**src/rtl/icache_pkg.sv**
```systemverilog
// icache_pkg: shared FSM state type, boot/NOP constants and address-field width helpers
// for the direct-mapped instruction cache.
package icache_pkg;

   typedef enum logic {IDLE, REFILL} state_e;

   localparam logic [31:0] BOOT_VECTOR = 32'hBFC0_0000;
   localparam logic [31:0] NOP_WORD    = 32'h0000_0000;

   function automatic int offset_w(input int words_per_line);
      return $clog2(words_per_line);
   endfunction

   function automatic int index_w(input int lines);
      return $clog2(lines);
   endfunction

   function automatic int tag_w(input int lines, input int words_per_line);
      return 30 - $clog2(lines) - $clog2(words_per_line);
   endfunction

endpackage

```
**src/rtl/icache_refill_fsm.sv**
```systemverilog
// icache_refill_fsm: latches the missing line and walks its words through the
// req/ack memory handshake, emitting per-word write enables and a line-done strobe.
module icache_refill_fsm
   import icache_pkg::*;
#(
   parameter int WORDS_PER_LINE = 4,
   localparam int OW = offset_w(WORDS_PER_LINE),
   localparam int LW = 30 - OW
) (
   input  logic          CLOCK,
   input  logic          RESET,
   input  logic          miss_i,
   input  logic [LW-1:0] line_i,
   input  logic          mem_ack_i,
   output logic          mem_req_o,
   output logic [31:0]   mem_addr_o,
   output logic          busy_o,
   output logic          we_o,
   output logic [OW-1:0] word_o,
   output logic          done_o,
   output logic [LW-1:0] line_o
);

   state_e        state_q, state_d;
   logic [OW-1:0] cnt_q, cnt_d;
   logic [LW-1:0] line_q, line_d;

   always_ff @(posedge CLOCK or negedge RESET) begin
      if (!RESET) begin
         state_q <= IDLE;
         cnt_q   <= '0;
         line_q  <= '0;
      end else begin
         state_q <= state_d;
         cnt_q   <= cnt_d;
         line_q  <= line_d;
      end
   end

   always_comb begin
      state_d = state_q;
      cnt_d   = cnt_q;
      line_d  = line_q;
      we_o    = 1'b0;
      done_o  = 1'b0;
      if (state_q == IDLE) begin
         if (miss_i) begin
            state_d = REFILL;
            cnt_d   = '0;
            line_d  = line_i;
         end
      end else if (mem_ack_i) begin
         we_o  = 1'b1;
         cnt_d = cnt_q + 1'b1;
         if (&cnt_q) begin
            done_o  = 1'b1;
            state_d = IDLE;
         end
      end
   end

   assign busy_o     = (state_q == REFILL);
   assign mem_req_o  = busy_o;
   assign mem_addr_o = {line_q, cnt_q, 2'b00};
   assign word_o     = cnt_q;
   assign line_o     = line_q;

endmodule

```
**src/rtl/icache_responder.sv**
```systemverilog
// icache_responder: direct-mapped instruction cache with zero-latency hits and word-by-word refill.
// Define ICACHE_STATS_EN to add the HitCount_OUT/MissCount_OUT counters.
module icache_responder
   import icache_pkg::*;
#(
   parameter int LINES          = 16,
   parameter int WORDS_PER_LINE = 4
) (
   input  logic        CLOCK,
   input  logic        RESET,
   input  logic [31:0] InstructionAddress_IN,
   input  logic        Invalidate_IN,
   output logic [31:0] Instruction_OUT,
   output logic        Stall_OUT,
   output logic        MemReq_OUT,
   output logic [31:0] MemAddr_OUT,
   input  logic        MemAck_IN,
   input  logic [31:0] MemData_IN
`ifdef ICACHE_STATS_EN
   ,
   output logic [31:0] HitCount_OUT,
   output logic [31:0] MissCount_OUT
`endif
);

   localparam int OW = offset_w(WORDS_PER_LINE);
   localparam int IW = index_w(LINES);
   localparam int TW = tag_w(LINES, WORDS_PER_LINE);
   localparam int LW = TW + IW;

   logic [LINES-1:0] valid_q, valid_d;
   logic             dirty_q, dirty_d;
   logic [TW-1:0]    tag_q  [LINES];
   logic [31:0]      data_q [LINES][WORDS_PER_LINE];

   logic [OW-1:0] off, word;
   logic [IW-1:0] idx, widx;
   logic [TW-1:0] tag;
   logic [LW-1:0] line;
   logic          hit, busy, miss, we, done, unused_addr_bits;

   assign off  = InstructionAddress_IN[2 +: OW];
   assign idx  = InstructionAddress_IN[2 + OW +: IW];
   assign tag  = InstructionAddress_IN[31 -: TW];
   assign unused_addr_bits = ^InstructionAddress_IN[1:0];
   assign hit  = valid_q[idx] && (tag_q[idx] == tag);
   assign miss = !busy && !hit;
   assign widx = line[IW-1:0];

   icache_refill_fsm #(.WORDS_PER_LINE(WORDS_PER_LINE)) u_fsm (
      .CLOCK      (CLOCK),
      .RESET      (RESET),
      .miss_i     (miss),
      .line_i     (InstructionAddress_IN[31 -: LW]),
      .mem_ack_i  (MemAck_IN),
      .mem_req_o  (MemReq_OUT),
      .mem_addr_o (MemAddr_OUT),
      .busy_o     (busy),
      .we_o       (we),
      .word_o     (word),
      .done_o     (done),
      .line_o     (line)
   );

   assign Stall_OUT       = busy || !hit;
   assign Instruction_OUT = Stall_OUT ? NOP_WORD : data_q[idx][off];

   // An invalidate seen at any point of a refill keeps that line from becoming valid.
   assign dirty_d = busy && (dirty_q || Invalidate_IN);

   always_comb begin
      valid_d = Invalidate_IN ? '0 : valid_q;
      if (done && !dirty_q && !Invalidate_IN) valid_d[widx] = 1'b1;
   end

   always_ff @(posedge CLOCK or negedge RESET) begin
      if (!RESET) begin
         valid_q <= '0;
         dirty_q <= 1'b0;
      end else begin
         valid_q <= valid_d;
         dirty_q <= dirty_d;
      end
   end

   always_ff @(posedge CLOCK) begin
      if (we) data_q[widx][word] <= MemData_IN;
      if (done) tag_q[widx] <= line[LW-1:IW];
   end

`ifdef ICACHE_STATS_EN
   logic [31:0] hit_cnt_q, miss_cnt_q;

   always_ff @(posedge CLOCK or negedge RESET) begin
      if (!RESET) begin
         hit_cnt_q  <= '0;
         miss_cnt_q <= '0;
      end else begin
         hit_cnt_q  <= hit_cnt_q + {31'b0, !busy && hit};
         miss_cnt_q <= miss_cnt_q + {31'b0, miss};
      end
   end

   assign HitCount_OUT  = hit_cnt_q;
   assign MissCount_OUT = miss_cnt_q;
`endif

endmodule

```
**config.mk**
```make
export PLATFORM = sky130hd
export DESIGN_NAME = icache_responder
export DESIGN_NICKNAME = d
export VERILOG_FILES = /design/src/rtl/icache_pkg.sv /design/src/rtl/icache_refill_fsm.sv /design/src/rtl/icache_responder.sv
export SDC_FILE = /design/constraint.sdc
export NUM_CORES = 2
export LEC_CHECK = 0
export CAP_MARGIN = 5
export CORE_ASPECT_RATIO = 1.25
export CORE_UTILIZATION = 60
export DETAILED_ROUTE_END_ITERATION = 7
export PLACE_DENSITY = 0.82
export SLEW_MARGIN = 20
export SYNTH_ARGS = -nofsm -noshare
export SYNTH_HDL_FRONTEND = slang
export SYNTH_SLANG_ARGS = --single-unit
export TNS_END_PERCENT = 20
```
**constraint.sdc**
```tcl
create_clock -name CLOCK -period 4.55 [get_ports CLOCK]
set_clock_uncertainty 0.2 [all_clocks]
set_input_delay 0.455 -clock CLOCK [delete_from_list [all_inputs] [get_ports CLOCK]]
set_output_delay 0.455 -clock CLOCK [all_outputs]
set_load 0.005 [all_outputs]
```
Word level (Yosys, flattened, before mapping)
Memories as Yosys holds them, arrays and structs flattened.
Index checks and enable logic that the tools add are counted.

operators by class
  add/subtract/negate cells = 1
  order comparisons = 6
  equality and inequality tests = 2
  muxes and demuxes = 28
  bitwise gates (word level) = 4
  reductions and logical operators = 17

operators by type and width
  operator             count
  $mux 128             1
  $mux 32              4
  $bmux 32 s2          1
  $demux 32 s2         1
  $mux 16              2
  $eq 24x24->1         1
  $or 16x16->16        1
  $mux 1               14
  $lt 4x5->1 const B   2
  $logic_and 1x1->1    7
  $ge 3x3->1 const B   2
  $mux 2               3
  $not 2->3            2
  $reduce_and 2->1     3
  $bmux 1 s4           1
  $demux 1 s4          1
  $ge 4x1->1 const B   1
  $logic_not 1->1      4
  $lt 3x1->1 const B   1
  $add 2x1->2 const B  1
  $logic_or 1x1->1     2
  $ne 2x2->1 const B   1
  $reduce_bool 2->1    1
  $not 1->1            1

word-level totals
  bits in registers = 48
  RAM bits = 2432
  memories kept = 2

memory list
  memory  depth  width  read ports  clocked after Yosys merged registers in  write ports  line                    source
  data_q  16     128    1           0                                        1            icache_responder.sv:34  logic [31:0] data_q [LINES][WORDS_PER_LINE];
  tag_q   16     24     1           0                                        1            icache_responder.sv:33  logic [TW-1:0] tag_q [LINES];

Logic depth before layout (Yosys ltp)
  word-level depth = 7
  gate-level depth with buffers = 12
  gate-level depth less buffers = 8

Cells and area by module
From an unflattened synthesis, not the netlist that was laid out.

second synthesis, totals
  cells, all modules = 3978
  area total of the unflattened synthesis = 96008.3 um^2

by module, submodules not included
  module             times used  cells an instance  area an instance (um^2)  seq. area each (um^2)
  icache_responder   1           3872               94463.1                  73455.4
  icache_refill_fsm  1           106                1545.2                   775.7

Least setup slack after synthesis
Ideal clock, no wire load.

  path type = input port to output port
  start = input port InstructionAddress_IN[5]
  end = output port Instruction_OUT[10]
  arrival = 3121 ps
  required time = 3895 ps
  path slack = 774 ps
  stages on the path = 10
  path buffers = 6
  cells stage by stage = buf_6 -> buf_6 -> buf_2 -> buf_2 -> clkbuf_1 -> clkbuf_1 -> mux4_2 -> mux4_2 -> mux4_2 -> nor2b_1

on the way
  longest elaborated chain between the ends = 6
  elaborated cells between the ends (all ways) = 12
  classes of those cells = 1 x eq/ne; 6 x mux; 3 x reduce/logical; 2 x memory

ends and longest elaborated chain
  element                                      line                    source
  start: declaration                           icache_responder.sv:11  input logic [31:0] InstructionAddress_IN,
  $mem_v2 16x24 or $bmux 1 s4 (tied branches)  -
  $eq 24x24->1 or $mux 1 (tied branches)       icache_responder.sv:46  assign hit = valid_q[idx] && (tag_q[idx] == tag);
  $logic_and 1x1->1                            icache_responder.sv:46
  $logic_not 1->1                              icache_responder.sv:65  assign Stall_OUT = busy || !hit;
  $logic_or 1x1->1                             icache_responder.sv:65
  $mux 32 *                                    icache_responder.sv:66  assign Instruction_OUT = Stall_OUT ? NOP_WORD : data_q[idx][off];
  end: declaration                             icache_responder.sv:13  output logic [31:0] Instruction_OUT,

Every way passes the cells marked *; elsewhere a longest branch is shown, timed or not. The select of a mux whose other input is x is not followed.

Worst setup path in the final report
  start = memory tag_q[0][6] (netlist bit)
  end = output port Instruction_OUT[3]

on the way
  longest elaborated chain between the ends = 6

ends and longest elaborated chain
  element             line
  start: declaration  icache_responder.sv:33
  $mem_v2 16x24       -
  $eq 24x24->1        icache_responder.sv:46
  $logic_and 1x1->1   icache_responder.sv:46
  $logic_not 1->1     icache_responder.sv:65
  $logic_or 1x1->1    icache_responder.sv:65
  $mux 32             icache_responder.sv:66

No other way between the ends.

==> flow_summary_export.csv <==
group,metric,value,unit
synth,synth.ff_latch_count,2480,
critical_path,start_kind,"register",
cts,htree_levels,4,
detailed_routing,num_vias,49086,
sta,timing.hold.ws,0.0326,ns
run_status,violations,"negative setup slack",
final_layout,drive_gt1_frac,0.349,
synth,synth.distinct_cells,60,
sta,drv_slew,0,
final_layout,area_delta_synth_final,14.8,%
global_routing,antenna_found_initial,24,
detailed_routing,drt-wirelength-per-cell,43.9,microns
floorplanning,dieArea,160000,sq um
cts,cts_tree,"yes",
global_routing,grt_max_degree,87,
critical_path,critPathKind,"register to output pin",
critical_path,r2r_start,"u_fsm.line_o[0]",
detailed_routing,drtPass1Iterations,8,
final_layout,fillers,8359,
synth,syn_area,95200,sq um
synth,yosys_warnings,0,
min_path,min_path_type,"input pin to register",
synth,synth_most_common_cell,"edfxtp_1",
final_layout,finalNonFillerCells,6584,
synth,ys_top_cells_by_count,"edfxtp_1 (2432), mux4_2 (737), buf_2 (103), nor2_1 (99), mux2i_1 (76)",
final_layout,fin_nets,4395,
final_layout,multi_input_comb_area,20700,sq um
min_path,holdPathEnd,"u_fsm.line_o[4]",
global_routing,grtUsageTotal,0.366,
cts,clk_pin_slew,0.06,ns
detailed_routing,final_antenna_net_count,0,
critical_path,worst_setup_path_end_kind,"output pin",
placement,dp_cells,6135,
run_status,outcome,"finished with violations",
critical_path,r2r-end,"data_q[13][105]",
pwr,vdd_ir_drop_max,0.000483,V
run,maxCapViolations,0,
detailed_routing,drt_wl_total,289000,microns
critical_path,worstPathMaxFanout,4,
synth,syn_inst,3891,
floorplanning,die_w,358,microns
detailed_routing,vias_per_cell,7.46,
detailed_routing,drc,0,
placement,place.gp.congestion,0.817,
pwr,p_leak,34.4,nW
cts,cts_sinks,2480,
synth,seq_area_frac_synth,0.780,
sta,rsz0062_at_grt,"true",
sta,finalHoldViolations,0,
min_path,min_from,"InstructionAddress_IN[8]",
synth,synth.avg_cell_area,24.5,sq um
critical_path,r2r_cells,4,
floorplanning,num_io_pins,134,
cts,clk_path_buf_depth,3,
global_routing,grt.overflow.total,0,
min_path,hold_depth,2,
floorplanning,start_util,0.604,
floorplanning,rows,163,
synth,synth_edf_count,2432,
critical_path,arrival,4.04,ns
sta,final-setup-viol-count,25,
floorplanning,coreArea,158000,sq um
sta,tightestPinTransition,1.17,ns
sta,fin_crit,4.69,ns
critical_path,cp.required,3.89,ns
pwr,p_per_area,467,nW/um^2
sta,relSlewSlack,0.217,
final_layout,regArea,74200,sq um
critical_path,rrSetupSlack,0.97,ns
synth,synthFlopType,"edfxtp_1",
cts,cts-buffers-inserted,220,
synth,async_reset_ff_frac,0.0194,
global_routing,grt_pass1_vias,49723,
sta,fmaxAchievable,213,MHz
sta,layout_setup_ws,-0.145,ns
cts,clk_latency,0.90,ns
placement,post-place-ws,-0.122,ns
pwr,p_total,51.1,mW
synth,synthTopCellsByArea,"edfxtp_1 (77%), mux4_2 (17%), dfrtp_1 (1.3%), mux2i_1 (0.80%), buf_2 (0.54%)",
synth,synth_top_area_cell,"edfxtp_1",
global_routing,grt_pass1_wl,394000,microns
placement,place_hpwl,144000,microns
floorplanning,die_h,447,microns
synth,yosysTopAreaCellShare,0.767,
placement,port_buffers,129,
final_layout,fin_util,0.694,
sta,min_period_over_period,1.03,
detailed_routing,first_iter_violations,8953,
cts,clockRootBuffer,"clkbuf_16",
final cells by class:
| type | count | share of cell area |
|---|---|---|
| Sequential cell | 2480 | 0.679 |
| Multi-Input combinational cell | 1187 | 0.190 |
| Clock buffer | 269 | 0.0527 |
| Timing Repair Buffer | 410 | 0.0412 |
| Tap cell | 2062 | 0.0236 |
| Clock inverter | 141 | 0.0129 |
| Inverter | 24 | 0.000824 |
| Antenna cell | 11 | 0.000252 |
layer usage:
layer,up-vias,routed length [microns],global-route usage
met5,-,115,0
met4,18,22500,0.233
met3,1216,39000,0.101
met2,5028,141000,0.580
met1,25201,86700,0.446
li1,17623,-,-
cell families after synthesis:
logic type	after synthesis	share of synthesized area
mux	851	0.188
flops	2480	0.780
buf+inv	225	0.0115
other cells	1	0.0000394
simple gates	202	0.0103
fa+ha+maj	4	0.000526
compound gates	100	0.00780
xor+xnor	28	0.00258
how the worst max path moves through the flow:
| stage | start | endpoint | cells after the start | slack (ns) |
|---|---|---|---|---|
| finish | tag_q[0][6] | Instruction_OUT[3] | 13 | -0.14 |
| global route | tag_q[15][6] | Instruction_OUT[3] | 15 | -0.19 |
| CTS | tag_q[12][6] | Instruction_OUT[5] | 16 | -0.28 |
| detailed placement | InstructionAddress_IN[6] | Instruction_OUT[10] | 13 | -0.12 |
| global placement | InstructionAddress_IN[4] | Instruction_OUT[27] | 12 | -0.03 |
| floorplan | InstructionAddress_IN[5] | Instruction_OUT[10] | 10 | 0.77 |
repair_timing:
item | in CTS | in global routing
endpoints found under the setup margin | 33 | 33
cloned | 2 | 0
buffers inserted | 12 | 2
pin swaps | 3 | 6
gates resized for setup | 188 | 34
endpoints found under the hold margin | 48 | 275
hold buffers | 2 | 8
through the flow:
step	area [sq um]	TNS, ns
floorplan	95200	0
global placement	102000	-0.0293
detailed placement	102000	-0.592
CTS	109000	-3.87
global route	109000	-3.49
finish	109000	-1.84
cells in the final DEF, fill, tap and decap left out, types with 11 or more instances in the layout:
master	netlist	final
mux2_2	15	15
nor2b_1	42	15
clkinvlp_4	0	13
clkbuf_1	66	44
nor2_1	99	18
o22ai_1	27	26
xnor2_1	20	19
inv_1	23	23
buf_6	10	24
nand2_1	18	18
dfrtp_1	48	48
nor2_4	0	75
mux2_4	20	20
buf_2	103	47
diode_2	0	11
a22oi_1	16	16
buf_4	8	165
clkdlybuf4s50_1	0	57
clkbuf_16	0	222
clkinv_1	0	42
bufinv_16	0	20
mux2i_1	76	74
mux4_2	737	738
edfxtp_1	2432	2432
nor2b_4	0	19
clkinv_2	0	47
buf_12	0	95
power breakdown:
part / switching, mW / internal (mW)
combinational: 2.81 / 1.80
sequential: 0.864 / 26.5
clock: 8.86 / 10.2
registers in the layout, summed over array words and instances, names as in the netlist:
register	cells
tag_q	384
valid_q	16
u_fsm.line_o	28
u_fsm.word_o	2
data_q	2048
dirty_q	1
u_fsm.busy_o	1
worst max-delay path: stages, from the launching register on:
cell and delay (ns):
edfxtp_1 0.37, mux4_2 0.47, mux2i_1 0.17, xor2_1 0.39, o21ai_0 0.31, nor4_4 0.32
buf_12 0.16, nand4_4 0.10, buf_12 0.18, buf_12 0.15, buf_8 0.15, nor2b_1 0.13
buf_4 0.15, buf_6 0.09
No activity file was read; power rests on OpenSTA's default activity.
